File: config.mk
export PLATFORM = sky130hd
export DESIGN_NAME = encoder_velocity_filter
export DESIGN_NICKNAME = d
export VERILOG_FILES = /design/src/rtl/encoder_velocity_filter.sv
export SDC_FILE = /design/constraint.sdc
export NUM_CORES = 1
export LEC_CHECK = 0
export ABC_CLOCK_PERIOD_IN_PS = 10300
export BUFFER_PORTS_ARGS = -buffer_cell sky130_fd_sc_hd__buf_2
export CORE_UTILIZATION = 45
export CTS_BUF_LIST = sky130_fd_sc_hd__clkbuf_4
export CTS_CLUSTER_DIAMETER = 50
export DETAILED_ROUTE_END_ITERATION = 10
export GPL_TIMING_DRIVEN = 0
export PLACE_DENSITY = 0.61
export SKIP_LAST_GASP = 1
export SLEW_MARGIN = 20
export SYNTH_ARGS = -nofsm -noshare
export SYNTH_HDL_FRONTEND = slang
export SYNTH_SLANG_ARGS = --single-unit
File: constraint.sdc
create_clock -name clk_12MHz -period 10.3 [get_ports clk_12MHz]
set_input_delay 2.06 -clock clk_12MHz [delete_from_list [all_inputs] [get_ports clk_12MHz]]
set_output_delay 2.06 -clock clk_12MHz [all_outputs]
set_load 0.005 [all_outputs]
File: src/rtl/encoder_velocity_filter.sv
// Encoder velocity filter: wrapping position accumulator plus 2^LOG2_DEPTH-tap moving-average velocity.
// Optional index-edge position capture is built when ENC_INDEX_CAPTURE_EN is defined.
module encoder_velocity_filter #(
    parameter int unsigned LOG2_DEPTH = 3,
    parameter int unsigned DATA_W     = 32
) (
    input  logic              clk_12MHz,
    input  logic              reset,
    input  logic              sample_valid,
    input  logic [DATA_W-1:0] sample_delta,
    input  logic              clear_pos,
    input  logic              index,
    output logic [DATA_W-1:0] position,
    output logic [DATA_W-1:0] velocity,
    output logic              velocity_valid,
    output logic              sample_strobe,
    output logic [DATA_W-1:0] index_position,
    output logic              index_seen
);

    localparam int unsigned DEPTH  = 1 << LOG2_DEPTH;
    localparam int unsigned SUM_W  = DATA_W + LOG2_DEPTH;
    localparam int unsigned FILL_W = LOG2_DEPTH + 1;

    logic [DATA_W-1:0]       ring [DEPTH];
    logic [LOG2_DEPTH-1:0]   wr_ptr;
    logic [FILL_W-1:0]       fill;
    logic signed [SUM_W-1:0] sum;
    logic                    s1_valid;

    logic signed [SUM_W-1:0] delta_ext;
    logic signed [SUM_W-1:0] evict_ext;
    logic signed [SUM_W-1:0] sum_shr;
    logic                    buf_full;

    // Sum is widened by LOG2_DEPTH bits so adding depth full-scale deltas cannot overflow.
    assign delta_ext = SUM_W'($signed(sample_delta));
    assign evict_ext = SUM_W'($signed(ring[wr_ptr]));
    assign sum_shr   = sum >>> LOG2_DEPTH;
    assign buf_full  = (fill == FILL_W'(DEPTH));

    // Stage 1: ring buffer, running sum, fill count and position.
    always_ff @(posedge clk_12MHz) begin
        if (reset) begin
            ring     <= '{default: '0};
            wr_ptr   <= '0;
            fill     <= '0;
            sum      <= '0;
            s1_valid <= 1'b0;
            position <= '0;
        end else begin
            s1_valid <= sample_valid;
            if (sample_valid) begin
                sum          <= sum + delta_ext - evict_ext;
                ring[wr_ptr] <= sample_delta;
                wr_ptr       <= wr_ptr + 1'b1;
                if (!buf_full) begin
                    fill <= fill + 1'b1;
                end
            end
            // Clear takes effect before the coincident delta is added.
            if (clear_pos) begin
                position <= sample_valid ? sample_delta : '0;
            end else if (sample_valid) begin
                position <= position + sample_delta;
            end
        end
    end

    // Stage 2: velocity divide by arithmetic shift and update strobe.
    always_ff @(posedge clk_12MHz) begin
        if (reset) begin
            velocity       <= '0;
            velocity_valid <= 1'b0;
            sample_strobe  <= 1'b0;
        end else begin
            sample_strobe <= s1_valid;
            if (s1_valid) begin
                velocity <= DATA_W'(sum_shr);
                if (buf_full) begin
                    velocity_valid <= 1'b1;
                end
            end
        end
    end

`ifdef ENC_INDEX_CAPTURE_EN
    logic idx_s0;
    logic idx_s1;
    logic idx_s2;
    logic idx_rise;

    assign idx_rise = idx_s1 && !idx_s2;

    // Two-flop synchronizer plus one edge-detect flop; a capture outranks a clear.
    always_ff @(posedge clk_12MHz) begin
        if (reset) begin
            idx_s0         <= 1'b0;
            idx_s1         <= 1'b0;
            idx_s2         <= 1'b0;
            index_position <= '0;
            index_seen     <= 1'b0;
        end else begin
            idx_s0 <= index;
            idx_s1 <= idx_s0;
            idx_s2 <= idx_s1;
            if (idx_rise) begin
                index_position <= position;
                index_seen     <= 1'b1;
            end else if (clear_pos) begin
                index_position <= '0;
                index_seen     <= 1'b0;
            end
        end
    end
`else
    logic unused_index;

    assign unused_index   = index;
    assign index_position = '0;
    assign index_seen     = 1'b0;
`endif

endmodule

### Word level (Yosys, flattened, before mapping)

Cells that the tools add are included.

| word-level totals | value |
|---|---|
| bits in read-only memories | 0 |
| output and inout port bits | 99 |
| register bits | 365 |
| memories kept | 0 |
| bits of input ports | 37 |
| latch bits | 0 |
| logic and storage cells | 39 |
| memory bits (writable) | 0 |

| operators by class | value |
|---|---|
| equal/unequal tests | 1 |
| $mul | 0 |
| div/mod/pow operators | 0 |
| bitwise logic cells | 2 |
| order comparisons | 2 |
| shift operators | 0 |
| $add $sub $neg | 5 |
| mux-type cells | 9 |
| reductions and logical operators | 4 |

Operators with widths:

| cell | number |
|---|---|
| bitwise mux 256 bit | 1 |
| 2-to-1 mux 32 bit | 6 |
| binary-select mux 32 bit (select 3 bit) | 1 |
| demux 32 bit (select 3 bit) | 1 |
| adder 35 x 32 -> 35 bit | 1 |
| subtractor 35 x 32 -> 35 bit | 1 |
| adder 32 bit | 1 |
| adder 4 x 1 -> 4 bit (second input constant) | 1 |
| == test 4 bit (second input constant) | 1 |
| >= comparator 4 bit (second input constant) | 1 |
| < comparator 4 x 1 -> 1 bit (second input constant) | 1 |
| NOT 3 -> 4 bit | 1 |
| AND reduction 2 bit | 2 |
| adder 3 x 1 -> 3 bit (second input constant) | 1 |
| nonzero test 2 bit | 1 |
| logical AND 1 bit | 1 |
| NOT 1 bit | 1 |

### Longest topological paths before layout

Gate-level depths: netlist of the first run.

| logic depth | value |
|---|---|
| depth after elaboration | 6 |
| gate-level depth with buffers | 17 |
| mapped depth without buffers | 15 |

### Worst setup path before layout of the first run

Ideal clock, no wire load.

| timing path | value |
|---|---|
| kind | input to register |
| start | in sample_delta[17] |
| end | reg sum[28] |
| library setup time | 145 ps |
| arrival | 5,069 ps |
| cell stages on the path | 15 |
| data required time | 10,155 ps |
| slack | 5,087 ps |
| buffers on the path | 2 |
| cell sequence | clkbuf_1 -> inv_1 -> fa_1 -> inv_1 -> ha_1 -> clkbuf_1 -> a21oi_1 -> o21ai_0 -> a2111oi_0 -> o41ai_1 -> a31oi_1 -> o21bai_1 -> a31oi_1 -> mux2i_1 -> o311ai_0 |

| on the way | value |
|---|---|
| cells in the longest elaborated chain, start to end | 2 |

RTL lines:

| element | line | text |
|---|---|---|
| from (decl) | 10 | `input logic [DATA_W-1:0] sample_delta,` |
| adder 35 x 32 -> 35 bit | 54 | `sum <= sum + delta_ext - evict_ext;` |
| subtractor 35 x 32 -> 35 bit | 54 |  |
| to (signal assigned) | 54 |  |
| to (decl) | 28 | `logic signed [SUM_W-1:0] sum;` |

Every way passes these cells.
A chain may end at the register's enable or synchronous reset.

### Final worst setup path of the first run

| timing path | value |
|---|---|
| start | reg wr_ptr[1] |
| end | reg sum[34] |

| on the way | value |
|---|---|
| cells in the longest elaborated chain, start to end | 5 |

RTL lines:

| element | line | text |
|---|---|---|
| from (decl) | 26 | `logic [LOG2_DEPTH-1:0] wr_ptr;` |
| from (signal assigned) | 56 | `wr_ptr <= wr_ptr + 1'b1;` |
| NOT 3 -> 4 bit (not written as such) | 38 | `assign evict_ext = SUM_W'($signed(ring[wr_ptr]));` |
| binary-select mux 32 bit (select 3 bit) | 38 |  |
| 2-to-1 mux 32 bit (not written as such) (2 in series) | 38 |  |
| subtractor 35 x 32 -> 35 bit | 54 |  |

Every way passes these cells. The select of a mux whose other input is x is not followed.

==> results.sh, run 1 <==
export IMPL_outcome="completed"
export IMPL_nNetsFinal=2791
export IMPL_setup_viol=0
export IMPL_cts_num_sinks=365
export IMPL_path_cells="clkbuf_1, clkbuf_1, mux4_2, mux2i_1, fa_1, ha_1, o21ai_0, o211ai_1, nand4_1, a21oi_1, a31oi_1, o31ai_1, mux2i_1, a21o_1, a21oi_1"
export IMPL_synth_area_top_cells="dfxtp_1, nand2_1, a21oi_1, mux4_2, ha_1"
export IMPL_gp_congestion=0.944
export IMPL_finalCriticalPeriod_ns=6.03
export IMPL_grt_start_max_net_pins=15
export IMPL_seq_power_share_pct=35.7
export IMPL_grt_usage_pct=28.6
export IMPL_cp_slowest_cell="clkbuf_1"
export IMPL_fin_skew_ns=0.0362
export IMPL_cts_buffers_inserted=97
export IMPL_required_ns=10.96
export IMPL_combPwrFrac_pct=35.4
export IMPL_cts_setup_buffers=0
export IMPL_crit_path_end_kind="register"
export IMPL_core_um2=43300
export IMPL_path_class="register to register"
export IMPL_drive_gt1_share_pct=14.2
export IMPL_switching_share_pct=36.7
export IMPL_synth_compound_area_share_pct=15.9
export IMPL_clockBufferDepth=3
export IMPL_dp_hpwl_um=49000
export IMPL_clock_latency_ns=0.84
export IMPL_slew_headroom_pct=19.7
export IMPL_cp_max_fo=10
export IMPL_hold_path_class="register to register"
export IMPL_io_pins=136
export IMPL_synthSimpleGateAreaFrac_pct=17.7
export IMPL_ff2ff_path_depth=15
export IMPL_synthMuxAreaShare_pct=12.0
export IMPL_worstHoldEndpoint="ring[134]"
export IMPL_dr_pass1_iters=6
export IMPL_dp_slack_ns=3.85
export IMPL_nFillCells=4177
export IMPL_setup_tns_ns=0
export IMPL_slew_violations=0
export IMPL_synth_top_family_by_area="simple AND/OR/NAND/NOR gates"
export IMPL_worst_slack_ns=4.27
export IMPL_wl_um=64000
export IMPL_grt_pass1_wl_um=98400
export IMPL_pwr_share_clk_pct=28.9
export IMPL_start_util_pct=45.8
export IMPL_netlist_area_um2=19800
export IMPL_yosysMostFrequentCell="nand2_1"
export IMPL_clock_root_buffer="clkbuf_4"
export IMPL_ys_ff_latch=365
export IMPL_syn_inst=2418
export IMPL_grt_pass1_vias=17464
export IMPL_hold_viol=0
export IMPL_io_buffer_count=100
export IMPL_htree_num_levels=3
export IMPL_yosysWarnings=0
export IMPL_ys_flop_type="dfxtp_1"
export IMPL_area_growth_pct=12.9
export IMPL_drc=0
export IMPL_hp_start="ring[134]"
export IMPL_hold_path_cell_count=2
export IMPL_die_height_um=212
export IMPL_rsz0062_at_grt="false"
export IMPL_powerDensity_nw_per_um2=199
export IMPL_synth_cell_type_count=68
export IMPL_ctsHoldBuffers=0
export IMPL_antenna_found_initial=1
export IMPL_r2r_setup_slack_ns=4.27
export IMPL_cts_tree="done"
export IMPL_netlist_area_leader_share_pct=36.9
export IMPL_fmaxAchievable_ghz=0.166
export IMPL_chipWidth_um=212
export IMPL_max_stage_delay_ns=0.95
export IMPL_synth_avg_cell_area_um2=8.20
export IMPL_first_iter_violations=1502
export IMPL_placed_area_um2=21200
export IMPL_ant_nets=0
export IMPL_die_area_um2=44900
export IMPL_final_cell_area_um2=22400
export IMPL_async_flop_share_pct=0
export IMPL_p_int_uw=2820
export IMPL_final_core_util_pct=51.7
export IMPL_synth_edf_count=0
export IMPL_cts_resized_gates=0
export IMPL_worstReg2RegEnd="sum[34]"
export IMPL_timing_rr_start="wr_ptr[1]"
export IMPL_synthAdderAreaFrac_pct=7.96
export IMPL_vias=18098
export IMPL_seq_area_frac_synth_pct=36.9
export IMPL_maxCapViolations=0
export IMPL_startpoint_type="register"
export IMPL_wl_per_cell_um=19.4
export IMPL_synthTopCellsByCount="nand2_1, dfxtp_1, a21oi_1"
export IMPL_synth_top_cell_by_area="dfxtp_1"
export IMPL_period_share_pct=58.6
export IMPL_p_switching_uw=1640
export IMPL_synth_xor_area_share_pct=2.03
export IMPL_p_leak_uw=0.00908
export IMPL_placement_rows=76
export IMPL_overflow=0
export IMPL_via_per_inst=5.48
export IMPL_crit_arrival_ns=6.69
export IMPL_clkTransAtPathRegs_ns=0.07
export IMPL_peakVddDrop_mv=0.0862
export IMPL_tightestPinTransition_ns=1.20
[per-stage QoR]
step / hold slack, ns / total power (uW) / cells
floorplan: 0.433 / 2780 / 2450
global placement: 0.438 / 3150 / 3135
detailed placement: 0.446 / 3170 / 3135
CTS: 0.455 / 4460 / 3302
global route: 0.468 / 4740 / 3303
finish: 0.452 / 4450 / 3303
[final cells by class]
type                       count  area [um2]  share of cell area [%]
inverter                     149         559                    2.50
clock buffer                 137        1030                    4.60
multi-input combinational   1723       11100                    49.8
antenna                        1        2.50                  0.0112
clock inverter                30         181                   0.811
tap                          585         732                    3.27
buffer                       213         925                    4.13
timing repair buffer         100         500                    2.24
sequential                   365        7310                    32.6
[power by group through the flow]
stage / sequential [uW] / combinational, uW / clock [uW]
after floorplan: 1590 / 1190 / 0
after global placement: 1620 / 1530 / 0
after detailed placement: 1620 / 1550 / 0
after CTS: 1590 / 1560 / 1310
after global routing: 1600 / 1760 / 1380
final: 1590 / 1580 / 1290
[state kept, by name, summed over array words and instances, names as in the netlist]
register        count
sum                35
fill                4
position           32
velocity           32
ring              256
velocity_valid      1
sample_strobe       1
s1_valid            1
wr_ptr              3
[worst max-delay path: cells and delay by family (launching register included)]
family / cells / cell delay, ns
muxes: 3 / 1.12
buffers and inverters: 2 / 1.42
AOI/OAI and AO/OA: 7 / 1.84
DFF: 1 / 0.47
and+or+nand+nor: 1 / 0.18
adders and majority gates: 2 / 0.85
[per-layer routing]
metal | part of all wire, % | up-vias | track usage (%)
met4 | 2.8 | 0 | 11.2
met3 | 5.8 | 119 | 4.24
li1 | - | 8632 | -
met1 | 45 | 8724 | 38.1
met5 | 0 | - | 0
met2 | 47 | 623 | 46.7
[cells in the final DEF (no fill, tap or decap), drive strengths merged, types with 9 or more instances in the layout]
cell type	n
clkinv	28
buf	148
nor2	125
a21o	50
a31oi	15
nand2b	12
nor2b	9
nand3	23
clkbuf	302
and3	17
mux2	30
and2	9
nand4	13
dfxtp	365
o211ai	10
mux2i	60
ha	70
nand2	581
xnor2	25
o21ai	46
inv	149
a21oi	343
mux4	64
a211oi	10
xor2	21
fa	35
conb	33
nor3	22
[logic make-up after synthesis]
kind of cell | after synthesis
buffers and inverters | 362
AND/OR/NAND/NOR | 844
flip-flops | 365
XOR/XNOR | 46
multiplexers | 154
other | 1
AO/OA/AOI/OAI | 541
adder cells (fa/ha/maj) | 105
[worst max path at each step]
stage,from,depth (start not counted),end
final,wr_ptr[1],15,sum[34]
after global routing,wr_ptr[0],17,sum[32]
after CTS,wr_ptr[0],16,sum[32]
after detailed placement,sample_delta[1],15,sum[32]
after global placement,sample_delta[1],15,sum[32]
after floorplan,sample_delta[17],15,sum[28]
(Power assumes the default switching activity.)
==> inputs of run 2 (changes only) <==
Settings changed: ABC_CLOCK_PERIOD_IN_PS 10300 to 5900.
Clock period 10.3 ns to 5.9 ns, I/O delays scaled along.
==> run 2 against run 1 <==
Register-to-register slack worse by 4.0 ns. Wire length hardly changed. Total power is 75% higher. Critical path depth is 1 higher. First-iteration DRC count hardly changed. Maximum frequency is 7.1% higher.
==> results.sh, run 2 (synthesis gave the netlist of run 1 again) <==
export IMPL_outcome="completed"
export IMPL_cp_slowest_cell="buf_1"
export IMPL_chipWidth_um=212
export IMPL_area_growth_pct=13.0
export IMPL_max_stage_delay_ns=0.58
export IMPL_clkTransAtPathRegs_ns=0.07
export IMPL_cts_tree="done"
export IMPL_dp_cells=3135
export IMPL_grt_usage_pct=28.6
export IMPL_clock_latency_ns=0.84
export IMPL_first_iter_violations=1503
export IMPL_final_common_cell="nand2_1"
export IMPL_r2r_setup_slack_ns=0.27
export IMPL_core_um2=43300
export IMPL_setup_tns_ns=0
export IMPL_grt_pass1_wl_um=98400
export IMPL_die_height_um=212
export IMPL_fin_cells=3303
export IMPL_tightestPinTransition_ns=1.11
export IMPL_period_share_pct=95.5
export IMPL_cts_setup_buffers=0
export IMPL_ant_nets=0
export IMPL_slew_violations=0
export IMPL_grt_start_max_net_pins=15
export IMPL_cts_num_sinks=365
export IMPL_placement_rows=76
export IMPL_io_pins=136
export IMPL_drc=0
export IMPL_crit_path_end_kind="register"
export IMPL_fmaxAchievable_ghz=0.178
export IMPL_path_class="register to register"
export IMPL_crit_top_cell="fa_1"
export IMPL_wl_per_cell_um=19.4
export IMPL_ctsHoldBuffers=0
export IMPL_via_per_inst=5.49
export IMPL_powerDensity_nw_per_um2=347
export IMPL_fin_skew_ns=0.0386
export IMPL_maxCapViolations=0
export IMPL_hold_path_class="register to register"
export IMPL_nNetsFinal=2791
export IMPL_startpoint_type="register"
export IMPL_rsz0062_at_grt="false"
export IMPL_slew_headroom_pct=25.9
export IMPL_wl_um=64100
export IMPL_hold_viol=0
export IMPL_top_regs="ring x256, sum x35"
export IMPL_critical_path_buf_inv_count=3
export IMPL_crit_family="compound AO/OA/AOI/OAI gates"
export IMPL_final_cell_mix="nand2_1, dfxtp_1, a21oi_1"
export IMPL_io_buffer_count=100
export IMPL_dr_pass1_iters=6
export IMPL_antenna_found_initial=1
export IMPL_fin_hold_ws_ns=0.452
export IMPL_overflow=0
export IMPL_clock_root_buffer="clkbuf_4"
export IMPL_gp_congestion=0.944
export IMPL_vias=18118
export IMPL_cp_max_fo=10
export IMPL_peakVddDrop_mv=0.150
export IMPL_drive_gt1_share_pct=14.4
export IMPL_die_area_um2=44900
export IMPL_clockBufferDepth=3
export IMPL_required_ns=6.56
export IMPL_largest_register_ffs=256
export IMPL_htree_num_levels=3
export IMPL_finalCriticalPeriod_ns=5.63
export IMPL_dp_hpwl_um=49000
export IMPL_crit_arrival_ns=6.29
export IMPL_grt_pass1_vias=17464
export IMPL_p_leak_uw=0.00910
export IMPL_final_core_util_pct=51.7
export IMPL_cts_buffers_inserted=97
export IMPL_top_register="ring"
export IMPL_setup_viol=0
export IMPL_start_util_pct=45.8
export IMPL_path_cells="buf_1, clkbuf_2, mux4_2, mux2_2, fa_1, inv_1, fa_1, a211oi_1, o211ai_1, nand4_1, a21oi_1, a31oi_1, o21ai_0, a22oi_1, mux2i_1, o311ai_0"
-- run 2: tightest hold or removal path, cell delays in order (launching register included) --
cell and delay, ns:
dfxtp_1 0.31, nand2_1 0.05, a21oi_1 0.05
-- run 2: final timing paths --
kind / end / startpoint / cells after the start
max: sum[32] / wr_ptr[1] / 16
min: ring[16] / ring[16] / 2
max reg2reg: sum[32] / wr_ptr[1] / 16
min reg2reg: ring[16] / ring[16] / 2
-- run 2: cell type report --
class                      count  area [um2]
tap                          585         732
inverter                     149         559
fill                        4173       20900
clock buffer                 137        1030
buffer                       213         932
antenna                        1        2.50
multi-input combinational   1723       11100
timing repair buffer         100         500
sequential                   365        7310
clock inverter                30         181
-- run 2: repair_timing --
item / 4_1_cts / 5_1_grt
endpoints found under the hold margin: 0 / 0
gates resized for setup: 2 / 11
setup endpoints to repair: 4 / 6
-- run 2: stage by stage --
step	worst slack, ns	total power (uW)	area [um2]
after floorplan	1.19	4860	19900
after global placement	-0.0930	5490	21200
after detailed placement	-0.106	5530	21200
after CTS	0.00419	7780	22400
after global routing	0.0273	8280	22400
final	0.268	7780	22400
-- run 2: power breakdown --
part | total (uW) | switching (uW) | internal [uW]
Sequential | 2770 | 135 | 2640
Clock | 2250 | 1090 | 1150
Combinational | 2760 | 1630 | 1130
Total | 7780 | 2860 | 4920
-- run 2: layer usage --
metal | wire length (um) | GRT usage (%) | vias up
li1 | - | - | 8628
met1 | 28500 | 38.1 | 8717
met2 | 29900 | 46.7 | 648
met3 | 3800 | 4.24 | 125
met4 | 1810 | 11.2 | 0
met5 | 0 | 0 | -
==> inputs of run 3 (changes only) <==
Settings changed: CORE_UTILIZATION 45 to 61, PLACE_DENSITY 0.61 to 0.79, SLEW_MARGIN 20 to 30.
==> run 3 against run 2 <==
Clock power hardly changed. Critical path type unchanged. Worst hold slack better by 0.0015 ns. Highest routed layer unchanged. Maximum frequency is 0.16% lower. First-iteration DRC count is 3.8% higher. Sequential power hardly changed.
==> results.sh, run 3 (synthesis gave the netlist of run 1 again) <==
export IMPL_wl_per_cell_um=19.5
export IMPL_top_regs="ring x256, sum x35"
export IMPL_clkTransAtPathRegs_ns=0.07
export IMPL_start_util_pct=62.3
export IMPL_worst_slack_ns=0.259
export IMPL_chipWidth_um=182
export IMPL_ant_nets=0
export IMPL_fin_skew_ns=0.0577
export IMPL_dp_cells=2985
export IMPL_slew_violations=0
export IMPL_dp_hpwl_um=46400
export IMPL_drc=0
export IMPL_final_cell_mix="nand2_1, dfxtp_1, a21oi_1"
export IMPL_slew_headroom_pct=32.2
export IMPL_pwr_share_clk_pct=28.8
export IMPL_crit_family="compound AO/OA/AOI/OAI gates"
export IMPL_peakVddDrop_mv=0.226
export IMPL_fin_cells=3157
export IMPL_worstReg2RegEnd="sum[32]"
export IMPL_startpoint_type="register"
export IMPL_cp_max_fo=10
export IMPL_crit_path_end_kind="register"
export IMPL_grt_pass1_wl_um=95800
export IMPL_p_leak_uw=0.00910
export IMPL_finalCriticalPeriod_ns=5.64
export IMPL_p_int_uw=4900
export IMPL_grt_start_max_net_pins=14
export IMPL_core_um2=31800
export IMPL_cts_buffers_inserted=98
export IMPL_hold_path_class="register to register"
export IMPL_ctsHoldBuffers=0
export IMPL_grt_pass1_vias=18164
export IMPL_p_switching_uw=2880
export IMPL_largest_register_ffs=256
export IMPL_powerDensity_nw_per_um2=350
export IMPL_nNetsFinal=2792
export IMPL_setup_viol=0
export IMPL_ff2ff_path_depth=17
export IMPL_critPathLaunch="wr_ptr[1]"
export IMPL_seq_power_share_pct=35.7
export IMPL_overflow=0
export IMPL_outcome="completed"
export IMPL_grt_usage_pct=37.1
export IMPL_clock_root_buffer="clkbuf_4"
export IMPL_final_cell_area_um2=22200
export IMPL_cp_num_cells=17
export IMPL_die_height_um=182
export IMPL_switching_share_pct=37.1
export IMPL_clockBufferDepth=3
export IMPL_path_class="register to register"
export IMPL_top_register="ring"
export IMPL_placed_area_um2=21000
export IMPL_timing_rr_start="wr_ptr[1]"
export IMPL_period_share_pct=95.6
export IMPL_gp_congestion=0.964
export IMPL_final_core_util_pct=69.8
export IMPL_drive_gt1_share_pct=14.7
export IMPL_crit_top_cell="clkbuf_1"
export IMPL_critical_path_buf_inv_count=4
export IMPL_r2r_setup_slack_ns=0.26
export IMPL_htree_num_levels=3
export IMPL_cp_slowest_cell="clkbuf_1"
export IMPL_io_buffer_count=100
export IMPL_hold_viol=0
export IMPL_wl_um=61700
export IMPL_fmaxAchievable_ghz=0.177
export IMPL_area_growth_pct=12.0
export IMPL_max_stage_delay_ns=0.62
export IMPL_cts_tree="done"
export IMPL_antenna_found_initial=1
export IMPL_crit_arrival_ns=6.26
export IMPL_dp_slack_ns=0.0559
export IMPL_placement_rows=65
export IMPL_vias=18649
export IMPL_maxCapViolations=0
export IMPL_required_ns=6.51
export IMPL_via_per_inst=5.91
export IMPL_dr_pass1_iters=6
export IMPL_die_area_um2=33200
export IMPL_first_iter_violations=1560
export IMPL_final_common_cell="nand2_1"
export IMPL_io_pins=136
export IMPL_path_cells="clkbuf_1, clkbuf_1, mux4_2, mux2_2, fa_1, inv_1, ha_1, clkbuf_1, a21oi_1, o21ai_0, a2111oi_0, o41ai_1, a31oi_1, o21ai_0, a22oi_1, mux2i_1, o311ai_0"
export IMPL_tightestPinTransition_ns=1.02
export IMPL_cp_endpoint="sum[32]"
export IMPL_combPwrFrac_pct=35.5
export IMPL_cts_num_sinks=365
export IMPL_rsz0062_at_grt="true"
export IMPL_clock_latency_ns=0.81
-- run 3: changes by cell type in the layout (fill, tap and decap cells not counted), sizes merged --
cell and change:
clkinv -6, buf -1, bufinv -2, inv -1, clkinvlp +3, clkbuf +11
-- run 3: routing by layer --
metal  up-vias  track usage (%)  part of all wire (%)  wire, um
met3       195             6.92                   9.1      5600
met4         0             16.6                   3.8      2350
met5         -                0                     0         0
li1       8639                -                     -         -
met1      8873             46.5                    40     24700
met2       942             62.5                    47     29000
-- run 3: final cells by class --
type / count / area [um2]
diodes: 1 / 2.50
plain buffers: 213 / 932
clock buffers: 147 / 1100
clock inverters: 24 / 106
fillers: 2641 / 9600
inverters: 149 / 559
multi-input cells: 1723 / 11100
flip-flops and latches: 365 / 7310
well taps: 435 / 544
repair buffers: 100 / 500
-- run 3: how the worst min path moves through the flow --
| stage | from | endpoint | cells past startpoint |
|---|---|---|---|
| finish | ring[163] | ring[163] | 2 |
| global route | ring[158] | ring[158] | 2 |
| CTS | ring[4] | ring[4] | 2 |
| detailed placement | ring[4] | ring[4] | 2 |
| global placement | ring[79] | ring[79] | 2 |
| floorplan | ring[161] | ring[161] | 2 |
-- run 3: power groups by stage --
stage	registers [uW]	clock network [uW]	logic (uW)
final	2780	2240	2760
after global routing	2790	2400	3060
after floorplan	2780	0	2080
after global placement	2820	0	2640
after detailed placement	2820	0	2690
after CTS	2770	2250	2710
-- run 3: repair_timing --
item / 4_1_cts / 5_1_grt
setup endpoints to repair: 0 / 6
gates resized for setup: 0 / 11
setup buffers: 0 / 0
-- run 3: metrics by stage --
| step | TNS [ns] | hold slack, ns | power [uW] |
|---|---|---|---|
| 4_1_cts | 0 | 0.452 | 7730 |
| 5_1_grt | -0.0273 | 0.463 | 8240 |
| 3_3_place_gp | 0 | 0.438 | 5460 |
| 3_5_place_dp | 0 | 0.444 | 5520 |
| 6_report | 0 | 0.454 | 7780 |
| 2_1_floorplan | 0 | 0.433 | 4860 |
-- run 3: worst register-to-register path: stages (launching register included) --
cell       delay (ns)
dfxtp_1          0.44
clkbuf_1         0.50
clkbuf_1         0.62
mux4_2           0.44
mux2_2           0.31
fa_1             0.49
inv_1            0.05
ha_1             0.27
clkbuf_1         0.18
a21oi_1          0.24
o21ai_0          0.12
a2111oi_0        0.45
o41ai_1          0.14
a31oi_1          0.41
o21ai_0          0.22
a22oi_1          0.24
mux2i_1          0.22
o311ai_0         0.16
